===== src/rtl/simon_pkg.sv =====
// Shared definitions for the Simon game controller.
//   state_t    : controller state encoding
//   RED..YELLOW: 2-bit colour codes as understood by color_decoder
//   LFSR_MASK  : feedback taps of the 16-bit Galois generator
//   lfsr_step  : one shift of the Galois generator
package simon_pkg;

  typedef enum logic [2:0] {
    IDLE     = 3'd0,
    ADD      = 3'd1,
    SHOW_ON  = 3'd2,
    SHOW_OFF = 3'd3,
    WAIT_IN  = 3'd4,
    WIN      = 3'd5,
    LOSE     = 3'd6
  } state_t;

  localparam logic [1:0] RED    = 2'd0;
  localparam logic [1:0] GREEN  = 2'd1;
  localparam logic [1:0] BLUE   = 2'd2;
  localparam logic [1:0] YELLOW = 2'd3;

  localparam logic [15:0] LFSR_MASK = 16'hB400;

  // Right-shifting Galois form: the bit falling out of bit 0 decides
  // whether the taps are folded back in.
  function automatic logic [15:0] lfsr_step(input logic [15:0] cur);
    lfsr_step = cur[0] ? ({1'b0, cur[15:1]} ^ LFSR_MASK) : {1'b0, cur[15:1]};
  endfunction

endpackage


===== src/rtl/simon_lfsr.sv =====
// Free-running 16-bit Galois LFSR supplying new colour codes.
// Ports:
//   clk  : system clock
//   rst  : synchronous active-high reset, reloads SEED
//   code : two low bits of the current generator value
// SEED must be non-zero or the generator locks up at zero.
module simon_lfsr
  import simon_pkg::*;
#(
  parameter logic [15:0] SEED = 16'hACE1
) (
  input  logic       clk,
  input  logic       rst,
  output logic [1:0] code
);

  logic [15:0] lfsr;

  // Shifts on every cycle regardless of game state, so the moment the
  // player hits start decides which codes come out.
  always_ff @(posedge clk) begin
    if (rst) begin
      lfsr <= SEED;
    end else begin
      lfsr <= lfsr_step(lfsr);
    end
  end

  assign code = lfsr[1:0];

endmodule


===== src/rtl/simon_sequencer.sv =====
// Simon game controller: grows a random colour sequence one code per round,
// plays it back with timed lit/blank phases, then checks player presses.
// Ports:
//   clk, rst   : system clock, synchronous active-high reset
//   start      : one-cycle pulse, starts a new game from IDLE/WIN/LOSE
//   btn_valid  : one-cycle pulse marking a player press
//   btn_code   : pressed colour (0 red, 1 green, 2 blue, 3 yellow)
//   color_vec  : to color_decoder, current code replicated in all four fields
//   disp_en    : 1 while a code is lit
//   level      : current sequence length
//   busy       : high while adding/playing back
//   win, lose  : game result flags
// Build option: define SIMON_TIMEOUT_EN to make an idle player lose after
// TIMEOUT_TICKS ticks in WAIT_IN; without it WAIT_IN waits forever.
module simon_sequencer
  import simon_pkg::*;
#(
  parameter int          MAX_LEN       = 16,
  parameter int          TICK_DIV      = 25000000,
  parameter int          ON_TICKS      = 2,
  parameter int          OFF_TICKS     = 1,
  parameter logic [15:0] LFSR_SEED     = 16'hACE1,
  parameter int          TIMEOUT_TICKS = 8
) (
  input  logic       clk,
  input  logic       rst,
  input  logic       start,
  input  logic       btn_valid,
  input  logic [1:0] btn_code,
  output logic [7:0] color_vec,
  output logic       disp_en,
  output logic [5:0] level,
  output logic       busy,
  output logic       win,
  output logic       lose
);

  localparam int AW     = (MAX_LEN > 1) ? $clog2(MAX_LEN) : 1;
  localparam int PRE_W  = (TICK_DIV > 1) ? $clog2(TICK_DIV) : 1;
  // One tick counter serves every timed state, so size it for the longest.
  localparam int TK_MAX0 = (ON_TICKS > OFF_TICKS) ? ON_TICKS : OFF_TICKS;
  localparam int TK_MAX  = (TIMEOUT_TICKS > TK_MAX0) ? TIMEOUT_TICKS : TK_MAX0;
  localparam int TK_W    = (TK_MAX > 1) ? $clog2(TK_MAX) : 1;

  state_t           state, state_nx;
  logic [5:0]       len, len_nx;
  logic [5:0]       idx, idx_nx;
  logic [1:0]       mem [MAX_LEN];
  logic [1:0]       mem_rd;
  logic [1:0]       rnd_code;
  logic [1:0]       cur_code;
  logic             mem_we;
  logic             timer_clr;
  logic [PRE_W-1:0] pre;
  logic [TK_W-1:0]  ticks;
  logic             tick;
  logic             on_done;
  logic             off_done;
  logic             last;
`ifdef SIMON_TIMEOUT_EN
  logic             to_done;
`endif

  simon_lfsr #(
    .SEED (LFSR_SEED)
  ) u_lfsr (
    .clk  (clk),
    .rst  (rst),
    .code (rnd_code)
  );

  assign mem_rd   = mem[idx[AW-1:0]];
  assign tick     = (pre == PRE_W'(TICK_DIV - 1));
  assign on_done  = tick && (ticks == TK_W'(ON_TICKS - 1));
  assign off_done = tick && (ticks == TK_W'(OFF_TICKS - 1));
  assign last     = ((idx + 6'd1) == len);
`ifdef SIMON_TIMEOUT_EN
  assign to_done  = tick && (ticks == TK_W'(TIMEOUT_TICKS - 1));
`endif

  always_comb begin
    state_nx  = state;
    len_nx    = len;
    idx_nx    = idx;
    mem_we    = 1'b0;
    timer_clr = 1'b0;
    case (state)
      IDLE, WIN, LOSE: begin
        if (start) begin
          state_nx = ADD;
          len_nx   = 6'd0;
          idx_nx   = 6'd0;
        end
      end
      ADD: begin
        mem_we   = 1'b1;
        len_nx   = len + 6'd1;
        idx_nx   = 6'd0;
        state_nx = SHOW_ON;
      end
      SHOW_ON: begin
        if (on_done) state_nx = SHOW_OFF;
      end
      SHOW_OFF: begin
        if (off_done) begin
          if (last) begin
            idx_nx   = 6'd0;
            state_nx = WAIT_IN;
          end else begin
            idx_nx   = idx + 6'd1;
            state_nx = SHOW_ON;
          end
        end
      end
      WAIT_IN: begin
        if (btn_valid) begin
          if (btn_code == mem_rd) begin
            if (last) begin
              state_nx = (len == 6'(MAX_LEN)) ? WIN : ADD;
            end else begin
              idx_nx    = idx + 6'd1;
              // each correct press grants the player a fresh timeout window
              timer_clr = 1'b1;
            end
          end else begin
            state_nx = LOSE;
          end
        end
`ifdef SIMON_TIMEOUT_EN
        else if (to_done) begin
          state_nx = LOSE;
        end
`endif
      end
      default: state_nx = IDLE;
    endcase
    // every state change restarts the phase timer from zero
    if (state_nx != state) timer_clr = 1'b1;
  end

  always_ff @(posedge clk) begin
    if (rst) begin
      state <= IDLE;
      len   <= 6'd0;
      idx   <= 6'd0;
    end else begin
      state <= state_nx;
      len   <= len_nx;
      idx   <= idx_nx;
    end
  end

  always_ff @(posedge clk) begin
    if (mem_we) mem[len[AW-1:0]] <= rnd_code;
  end

  always_ff @(posedge clk) begin
    if (rst || timer_clr) begin
      pre   <= '0;
      ticks <= '0;
    end else if (tick) begin
      pre   <= '0;
      ticks <= ticks + TK_W'(1);
    end else begin
      pre   <= pre + PRE_W'(1);
    end
  end

  // Remembers the last lit code so the decoder keeps a stable value while
  // the display is blanked.
  always_ff @(posedge clk) begin
    if (rst) begin
      cur_code <= RED;
    end else if (state == SHOW_ON) begin
      cur_code <= mem_rd;
    end
  end

  assign color_vec = (state == SHOW_ON) ? {4{mem_rd}} : {4{cur_code}};
  assign disp_en   = (state == SHOW_ON);
  assign level     = len;
  assign busy      = (state == ADD) || (state == SHOW_ON) || (state == SHOW_OFF);
  assign win       = (state == WIN);
  assign lose      = (state == LOSE);

endmodule


===== config.mk =====
export PLATFORM = sky130hd
export DESIGN_NAME = simon_sequencer
export DESIGN_NICKNAME = d
export VERILOG_FILES = /design/src/rtl/simon_pkg.sv /design/src/rtl/simon_lfsr.sv /design/src/rtl/simon_sequencer.sv
export SDC_FILE = /design/constraint.sdc
export NUM_CORES = 1
export LEC_CHECK = 0
export ABC_AREA = 1
export CAP_MARGIN = 20
export CORE_MARGIN = 4
export CORE_UTILIZATION = 60
export CTS_CLUSTER_DIAMETER = 100
export DETAILED_ROUTE_END_ITERATION = 16
export GPL_TIMING_DRIVEN = 0
export PLACE_DENSITY = 0.86
export SYNTH_ARGS = -nofsm -noshare
export SYNTH_HDL_FRONTEND = slang
export SYNTH_SLANG_ARGS = --single-unit

===== constraint.sdc =====
create_clock -name clk -period 3 [get_ports clk]
set_clock_uncertainty 0.05 [all_clocks]
set_input_delay 0.75 -clock clk [delete_from_list [all_inputs] [get_ports clk]]
set_output_delay 0.75 -clock clk [all_outputs]
set_load 0.03 [all_outputs]

Word level (Yosys, flattened, before mapping). Memories as Yosys holds them, arrays and structs flattened. A register that Yosys moved wholly into a read port is not among the register bits. Cells that the tools add are included.

Add/sub/neg operators: 4. Equality and inequality tests: 17. Muxes and demuxes: 29. Bitwise gates (word level): 1. Reductions and logical operators: 13.

Operators by type and width (count): $mux 6 (6); $add 25x1->25 const B (1); $eq 25x25->1 const B (1); $mux 3 (8); $pmux 6 s4 (1); $mux 16 (1); $pmux 3 s5 (1); $add 6x1->6 const B (2); $pmux 6 s2 (1); $ne 2x2->1 const B (5); $eq 3x3->1 const B (3); $mux 1 (8); $mux 4 (2); $mux 8 (1); $eq 3x1->1 const B (2); $eq 3x2->1 const B (2); $eq 6x5->1 const B (1); $eq 6x6->1 (1); $logic_not 3->1 (2); $reduce_and 6->1 (1); $not 3->4 (1); $reduce_bool 4->1 (1); $add 3x1->3 const B (1); $logic_or 1x1->1 (3); 7 further kinds (8).

Bits in registers: 61. RAM bits: 32. Input bits: 6. Output and inout port bits: 18. Logic and storage cells: 72. Memories: 1.

Memories: mem (depth 16, width 2, rd ports 1, clocked after Yosys merged registers in 1, wr ports 1, line simon_sequencer.sv:48) `logic [1:0] mem [MAX_LEN];`.

Logic depth before layout (Yosys ltp). Gate-level depths: netlist of the first run.

Depth in word-level cells: 10. Depth in mapped cells: 19. Gate-level depth less buffers: 18.

Hierarchy. From an unflattened synthesis of the first run, not the netlist that was laid out.

Cells, all modules: 616. Area, all modules: 4803.4 um^2.

By module, submodules not included: simon_sequencer (instances 1, cells an instance 563, area an instance 4314.1 um^2, seq. area each 1941.9 um^2); simon_lfsr (instances 1, cells an instance 53, area an instance 489.2 um^2, seq. area each 320.3 um^2).

Least setup slack after synthesis of the first run. No wires, ideal clock.

Path kind: reg2out. Start point: reg state[1]. End point: out color_vec[3]. Arrival time: 1.651 ns. Data required time: 2.200 ns. Setup slack: 0.549 ns. Cell stages (with the launch flop): 7. Path buffers: 1. Path through: dfxtp_1 -> inv_2 -> nor2_1 -> inv_2 -> nor2_2 -> mux2_2 -> buf_4.

Word-level cells in the longest chain between the ends: 2.

Ends and longest elaborated chain: start: declaration (line simon_sequencer.sv:45) `state_t state, state_nx;`; start signal: assignment (line simon_sequencer.sv:147) `state <= state_nx;`; $eq 3x2->1; net disp_en (line simon_sequencer.sv:31) `output logic disp_en,`; $mux 8 (line simon_sequencer.sv:179) `assign color_vec = (state == SHOW_ON) ? {4{mem_rd}} : {4{cur_code}};`; end: declaration (line simon_sequencer.sv:30) `output logic [7:0] color_vec,`.

The timed path passes the listed nets, and every way through them passes these cells.

==> metrics.yaml, run 1 <==
power:
  p_leak_nw: 2.15
  powerDensity_nw_per_um2: 598
  total_power_w: 0.00325
  ir_worst_vdd_mv: 0.393
yosys:
  ys_seq_area_share_pct: 45.9
  yosys.area.top_type: "dfxtp_1"
  ys_top_cells_by_area: "dfxtp_1 (26%), edfxtp_1 (20%), nand2_1 (8.6%)"
  synth_area_sq_um: 4930
  yosysTopAreaCellShare_pct: 26.4
  ys_warn_count: 0
  syn_inst: 600
  syn_area_per_cell_sq_um: 8.21
  yosysUniqueCellTypes: 35
  synth_nets: 615
  synth_seq_cells: 97
timing:
  fin_crit_sh_pct: 96.2
  slew_viol_final: 0
  rsz0062_at_grt: "false"
  hold_viol_final: 0
  fin_tns_setup_ps: 0
  tightest_slew_ps: 569
  fmax_ghz: 0.346
  max_slew_margin_pct: 62.0
  setup_ws_ps: 114
  period_needed_ps: 2890
  setup_viol: 0
floorplanning:
  core_region_area_sq_um: 7850
  die_y_um: 98.6
  dieArea_sq_um: 9720
  io_pins: 24
  start_util_pct: 62.8
  fp.dieW_um: 98.6
  rows: 32
placement:
  dp_hpwl_um: 7500
  post-place-ws_ps: 39.4
  gp_congestion: 0.930
  portBuffers: 22
critical_path:
  crit_top_cell: "nand3_1"
  crit_chain: "buf_6 > buf_6 > nand2_1 > nand3_1 > nand3_1 > nand3_1 > nand2_1 > mux2_4 > buf_4 > buf_2"
  cp_max_fo: 10
  cp_data_required_time_ps: 2200
  cp.arrival_ps: 2090
  crit_slowest_cell: "dfxtp_1"
  r2r_setup_slack_ps: 370
  path_class: "reg2out"
  path_delay_family: "buffers and inverters"
  worstPathBufferInverterCount: 4
  timing.critical_path.slowest_cell_delay_ps: 340
  cp-start-kind: "register"
  worst_setup_path_end_kind: "primary output"
layout:
  syn2layout_area_growth_pct: 10.3
  drive_gt1_share_pct: 15.1
  insertedDiodeCount: 0
  fin_nets: 647
routing:
  routedWlPerCell_um: 13.9
  dr_total_vias: 4010
  ant_nets: 0
  first_iter_violations: 220
  wirelength_um: 10200
  via_per_inst: 5.43
  remaining_drc_errors: 0
  first_pass_iters: 5
global_route:
  overflow: 0
  antenna_found_initial: 0
  grtUsageMet2_pct: 36.3
  grtUsageTotal_pct: 22.2
  grt_max_degree: 20
  grt_pass1_wl_um: 17600
  grt_pass1_vias: 3896
  busiest_layer: "met2"
  grt_util_met3_pct: 4.74
  grt_util_met1_pct: 28.6
job:
  maxCapViolCount: 0
cts:
  clock_path_buffers: 2
  insertion_delay_ps: 370
  cts_setup_buffers: 0
  cts.sinks: 97
  cts-hold-fix-buffers: 0
  clk_root_buffer_cell: "clkbuf_8"
  cts_tree: "done"
  clk_pin_slew_ps: 100
  htree_levels: 3
  cts_inserted_buffers: 9
run_status:
  status: "completed"
min_path:
  hold_path.class: "reg2reg"
## sequential cells by signal, indices dropped and copies added, names as in the netlist, named ones only
signal / flops
cur_code: 2
idx: 6
level: 6
mem: 32
pre: 25
state: 3
ticks: 3
u_lfsr.lfsr: 16
## per-layer routing
metal	up-vias	wire length [um]
met4	0	364
met2	165	4840
met5	-	0
li1	1964	-
met3	44	696
met1	1837	4340
## final timing paths
check / startpoint / to / cells past startpoint
max: register / color_vec[5] / 10
min: u_lfsr.lfsr[15]$_SDFF_PP1_ / u_lfsr.lfsr[14]$_SDFF_PP0_ / 2
max reg2reg: idx[0]$_SDFFE_PP0P_ / pre[5]$_SDFF_PP0_ / 16
min reg2reg: u_lfsr.lfsr[15]$_SDFF_PP1_ / u_lfsr.lfsr[14]$_SDFF_PP0_ / 2
## layout by cell type (no fill, tap or decap), types with 2 or more instances in the layout
cell	instances
nor3_1	19
nand2_1	112
nand3_1	54
or2_2	6
inv_6	4
buf_2	6
nor2_4	22
nand3_4	2
a31oi_1	4
o21ai_0	10
inv_1	84
nand4_1	12
buf_12	2
nor2_2	6
clkbuf_1	3
a21oi_1	18
xnor2_1	10
dfxtp_1	65
buf_6	2
ha_1	9
xor2_1	18
nand2_2	11
clkbuf_8	10
inv_8	2
edfxtp_1	32
inv_2	8
buf_4	8
clkdlybuf4s50_1	14
nor2_1	68
nor3b_1	2
nand3b_1	4
## area by class of cell
type | count | area, sq um
buffer | 16 | 145
clock buffer | 9 | 124
clock inverter | 7 | 66.3
fill | 614 | 2420
inverter | 93 | 352
multi-input combinational | 393 | 2170
sequential | 97 | 2260
tap | 102 | 128
timing repair buffer | 22 | 189
## what timing repair did
action                     CTS  global route
gates cloned                 0             0
gates resized for setup     25            11
hold endpoints to repair     0             0
setup endpoints to repair    8             8
## through the flow
stage               utilization (%)  instance area, sq um  std cells  hold WS (ps)
floorplan                         -                  4930        600           338
detailed placement             67.2                  5270        724           344
global placement               67.2                  5270        724           345
CTS                            69.5                  5460        740           358
global route                   69.2                  5430        739           379
finish                         69.2                  5430        739           357
## report_power, final
group / switching, W / internal, W / total (W) / leakage (nW)
clock: 0.000494 / 0.000327 / 0.000821 / 0.0991
sequential: 0.0000660 / 0.00142 / 0.00149 / 0.823
combinational: 0.000610 / 0.000326 / 0.000936 / 1.23
## cell families after synthesis
family                     count (synthesis)  synth area share, %
xor gates and xnor gates                  28                 4.98
buffers and inverters                    110                 10.2
and+or+nand+nor                          322                 32.8
DFF                                       97                 45.9
muxes                                      1                0.229
adders and majority gates                  9                 2.29
AOI/OAI and AO/OA                         33                 3.51
## cell usage after synthesis
cell type	instances
nand4_1	12
nor2_2	6
nand2_1	113
buf_4	8
nand3_4	2
dfxtp_1	65
nor2_1	68
o21ai_0	10
buf_2	1
a31oi_1	4
and2_1	1
nand2_2	10
nor3b_1	2
inv_4	1
inv_2	8
nor3_2	1
inv_1	84
nand3_2	1
edfxtp_1	32
clkbuf_8	1
nor3_1	19
mux2_2	1
nand3_1	54
xnor2_1	10
nor4_1	1
nand3b_1	4
ha_1	9
a211oi_1	1
buf_6	2
a21oi_1	18
nor2_4	22
xor2_1	18
or2_2	6
clkbuf_1	3
buf_12	2
## worst register-to-register path: stages, from the launching register on
cell and delay [ps]:
dfxtp_1 520, ha_1 300, nand2_1 130, nand2_1 90
nand2_1 50, nand2_1 60, nand3_1 90, nor2_2 160
nand2_2 110, nor2_1 100, nand3_1 130, nand3_1 140
nand3_4 90, nor2_4 130, nand3_4 160, buf_12 210
nor2_4 70
(Power assumes the default switching activity.)
==> run 2: changes to the inputs <==
--- a/config.mk
+++ b/config.mk
@@ -7,12 +7,15 @@
 export LEC_CHECK = 0
 export ABC_AREA = 1
 export CAP_MARGIN = 20
+export CORE_ASPECT_RATIO = 0.7
 export CORE_MARGIN = 4
 export CORE_UTILIZATION = 60
 export CTS_CLUSTER_DIAMETER = 100
 export DETAILED_ROUTE_END_ITERATION = 16
 export GPL_TIMING_DRIVEN = 0
 export PLACE_DENSITY = 0.86
+export REMOVE_ABC_BUFFERS = 1
+export SKIP_LAST_GASP = 1
 export SYNTH_ARGS = -nofsm -noshare
 export SYNTH_HDL_FRONTEND = slang
 export SYNTH_SLANG_ARGS = --single-unit
==> run 2 against run 1 <==
Cell count decreased by 1.9%. Worst hold slack better by 3.8 ps. Combinational power shrank 11%. Sequential cell count unchanged. Sequential share of layout area fell by 0.12 points. Setup slack worse by 5.6 ps. Critical endpoint is now color_vec[2]. Die area is 0.24% higher. Clock-buffer cell count is 1 higher.
==> metrics.yaml, run 2 (same netlist as run 1, synthesis figures left out) <==
cts:
  clk_root_buffer_cell: "clkbuf_16"  # was clkbuf_8
  insertion_delay_ps: 350  # was 370 ps
  cts_tree: "done"  # unchanged
  clock_path_buffers: 2  # unchanged
  cts_inserted_buffers: 9  # unchanged
  htree_levels: 3  # unchanged
  cts.sinks: 97  # unchanged
  clk_pin_slew_ps: 70  # was 100 ps
critical_path:
  worstPathBufferInverterCount: 2  # was 4
  cp_max_fo: 16  # was 10
  crit_slowest_cell: "dfxtp_4"  # was dfxtp_1
  cp.arrival_ps: 2090  # about the same
  r2r_start: "idx[0]$_SDFFE_PP0P_"  # unchanged
  crit_top_cell: "nand2_1"  # was nand3_1
  crit_chain: "inv_6 > nand2_1 > nand3_1 > nand3_1 > nand3_1 > nand2_1 > nand2_1 > nand2_1 > dlygate4sd2_1"  # was buf_6 > buf_6 > nand2_1 > nand3_1 > nand3_1 > nand3_1 > nand2_1 > mux2_4 > buf_4 > buf_2
  timing.critical_path.slowest_cell_delay_ps: 470  # was 340 ps
  worst_setup_path_end_kind: "primary output"  # unchanged
  path_class: "reg2out"  # unchanged
  cp-start-kind: "register"  # unchanged
  cp_data_required_time_ps: 2200  # about the same
  path_delay_family: "simple AND/OR/NAND/NOR gates"  # was buffers and inverters
floorplanning:
  rows: 27  # was 32
  fp.dieW_um: 116  # was 98.6 um
  io_pins: 24  # unchanged
  start_util_pct: 62.0  # was 62.8%
  die_y_um: 83.8  # was 98.6 um
  dieArea_sq_um: 9750  # was 9720 sq um
  core_region_area_sq_um: 7940  # was 7850 sq um
global_route:
  antenna_found_initial: 0  # unchanged
  grt_pass1_wl_um: 17900  # was 17600 um
  grt_max_degree: 29  # was 20
  overflow: 0  # unchanged
  grt_pass1_vias: 3772  # was 3896
  grtUsageTotal_pct: 23.1  # was 22.2%
timing:
  fin_tns_setup_ps: 0  # unchanged
  max_slew_margin_pct: 33.4  # was 62.0%
  fmax_ghz: 0.346  # about the same
  tightest_slew_ps: 998  # was 569 ps
  hold_viol_final: 0  # unchanged
  rsz0062_at_grt: "true"  # was false
  setup_viol: 0  # unchanged
  period_needed_ps: 2890  # about the same
  setup_ws_ps: 108  # was 114 ps
  fin_crit_sh_pct: 96.4  # was 96.2%
  slew_viol_final: 0  # unchanged
layout:
  final_cell_mix: "nand2_1 (113), inv_1 (84), nor2_1 (68)"  # was nand2_1 (112), inv_1 (84), nor2_1 (68)
  fin_nets: 634  # was 647
  final_util_pct: 68.8  # was 69.2%
  final_common_cell: "nand2_1"  # unchanged
  fin_cells: 725  # was 739
  insertedDiodeCount: 0  # unchanged
  syn2layout_area_growth_pct: 10.8  # was 10.3%
  largest_register_ffs: 32  # unchanged
  final_area_sq_um: 5460  # was 5430 sq um
  drive_gt1_share_pct: 12.5  # was 15.1%
  fillCellCount: 598  # was 614
job:
  maxCapViolCount: 0  # unchanged
min_path:
  hp-start: "u_lfsr.lfsr[9]$_SDFF_PP0_"  # was u_lfsr.lfsr[15]$_SDFF_PP1_
  hold_path.class: "reg2reg"  # unchanged
routing:
  routedWlPerCell_um: 14.6  # was 13.9 um
  ant_nets: 0  # unchanged
  dr_total_vias: 3907  # was 4010
  wirelength_um: 10600  # was 10200 um
  remaining_drc_errors: 0  # unchanged
  first_iter_violations: 327  # was 220
  first_pass_iters: 5  # unchanged
  via_per_inst: 5.39  # was 5.43
run_status:
  status: "completed"  # unchanged
power:
  powerDensity_nw_per_um2: 646  # was 598 nW/um^2
  ir_worst_vdd_mv: 0.408  # was 0.393 mV
  p_leak_nw: 2.15  # about the same
placement:
  place_inst: 707  # was 724
  portBuffers: 23  # was 22
  placed_area_sq_um: 5130  # was 5270 sq um
  post-place-ws_ps: -394  # was 39.4 ps
  dp_hpwl_um: 7460  # was 7500 um
  gp_congestion: 0.912  # was 0.930
==> run 2: changes by cell type in the layout (fill, tap and decap cells not counted), sizes merged <==
cell and change:
buf -17, inv -2, nand3 +1, clkbuf -4
clkinv +1, dlygate4sd2 +8
==> run 2: final timing paths <==
check                         endpoint  slack (ps)  cells after the start
max                       color_vec[2]         110                      9
min          u_lfsr.lfsr[8]$_SDFF_PP0_         360                      2
max reg2reg          pre[4]$_SDFF_PP0_         270                     17
min reg2reg  u_lfsr.lfsr[8]$_SDFF_PP0_         360                      2
==> run 2: tightest hold or removal path, delay by kind of cell, from the launching register on <==
family / cells / cell delay [ps]
buf+inv: 1 / 40
simple gates: 1 / 30
flops: 1 / 300
==> run 2: layout make-up <==
cell class / count / area (sq um) / share of cell area, %
Sequential cell: 97 / 2270 / 41.5
Multi-Input combinational cell: 394 / 2180 / 39.9
Inverter: 93 / 354 / 6.49
Clock buffer: 10 / 250 / 4.58
Timing Repair Buffer: 24 / 228 / 4.17
Tap cell: 101 / 126 / 2.31
Clock inverter: 6 / 56.3 / 1.03
==> run 2: metrics by stage <==
stage	hold WS, ps	power, W
after floorplan	338	0.00212
after global placement	339	0.00235
after detailed placement	346	0.00238
after CTS	363	0.00351
after global routing	373	0.00369
final	361	0.00352
==> run 2: report_power, final <==
part	switching, W	internal [W]	leakage (nW)	total [W]
clock network	0.000528	0.000633	0.154	0.00116
registers	0.000100	0.00143	0.824	0.00153
logic	0.000580	0.000255	1.18	0.000835
total	0.00121	0.00232	2.15	0.00352
==> run 2: routing by layer <==
metal | track usage, % | vias to the layer above | wire length, um
met4 | 5.90 | 0 | 133
met5 | 0 | - | 0
li1 | - | 1932 | -
met2 | 36.8 | 167 | 4960
met3 | 6.16 | 17 | 973
met1 | 31.3 | 1791 | 4530
==> run 2: what timing repair did <==
action	in CTS	in global routing
endpoints found under the hold margin	0	0
buffers inserted	0	1
setup endpoints to repair	33	33
gates resized for setup	12	3
hold buffers	0	0
gates cloned	0	1
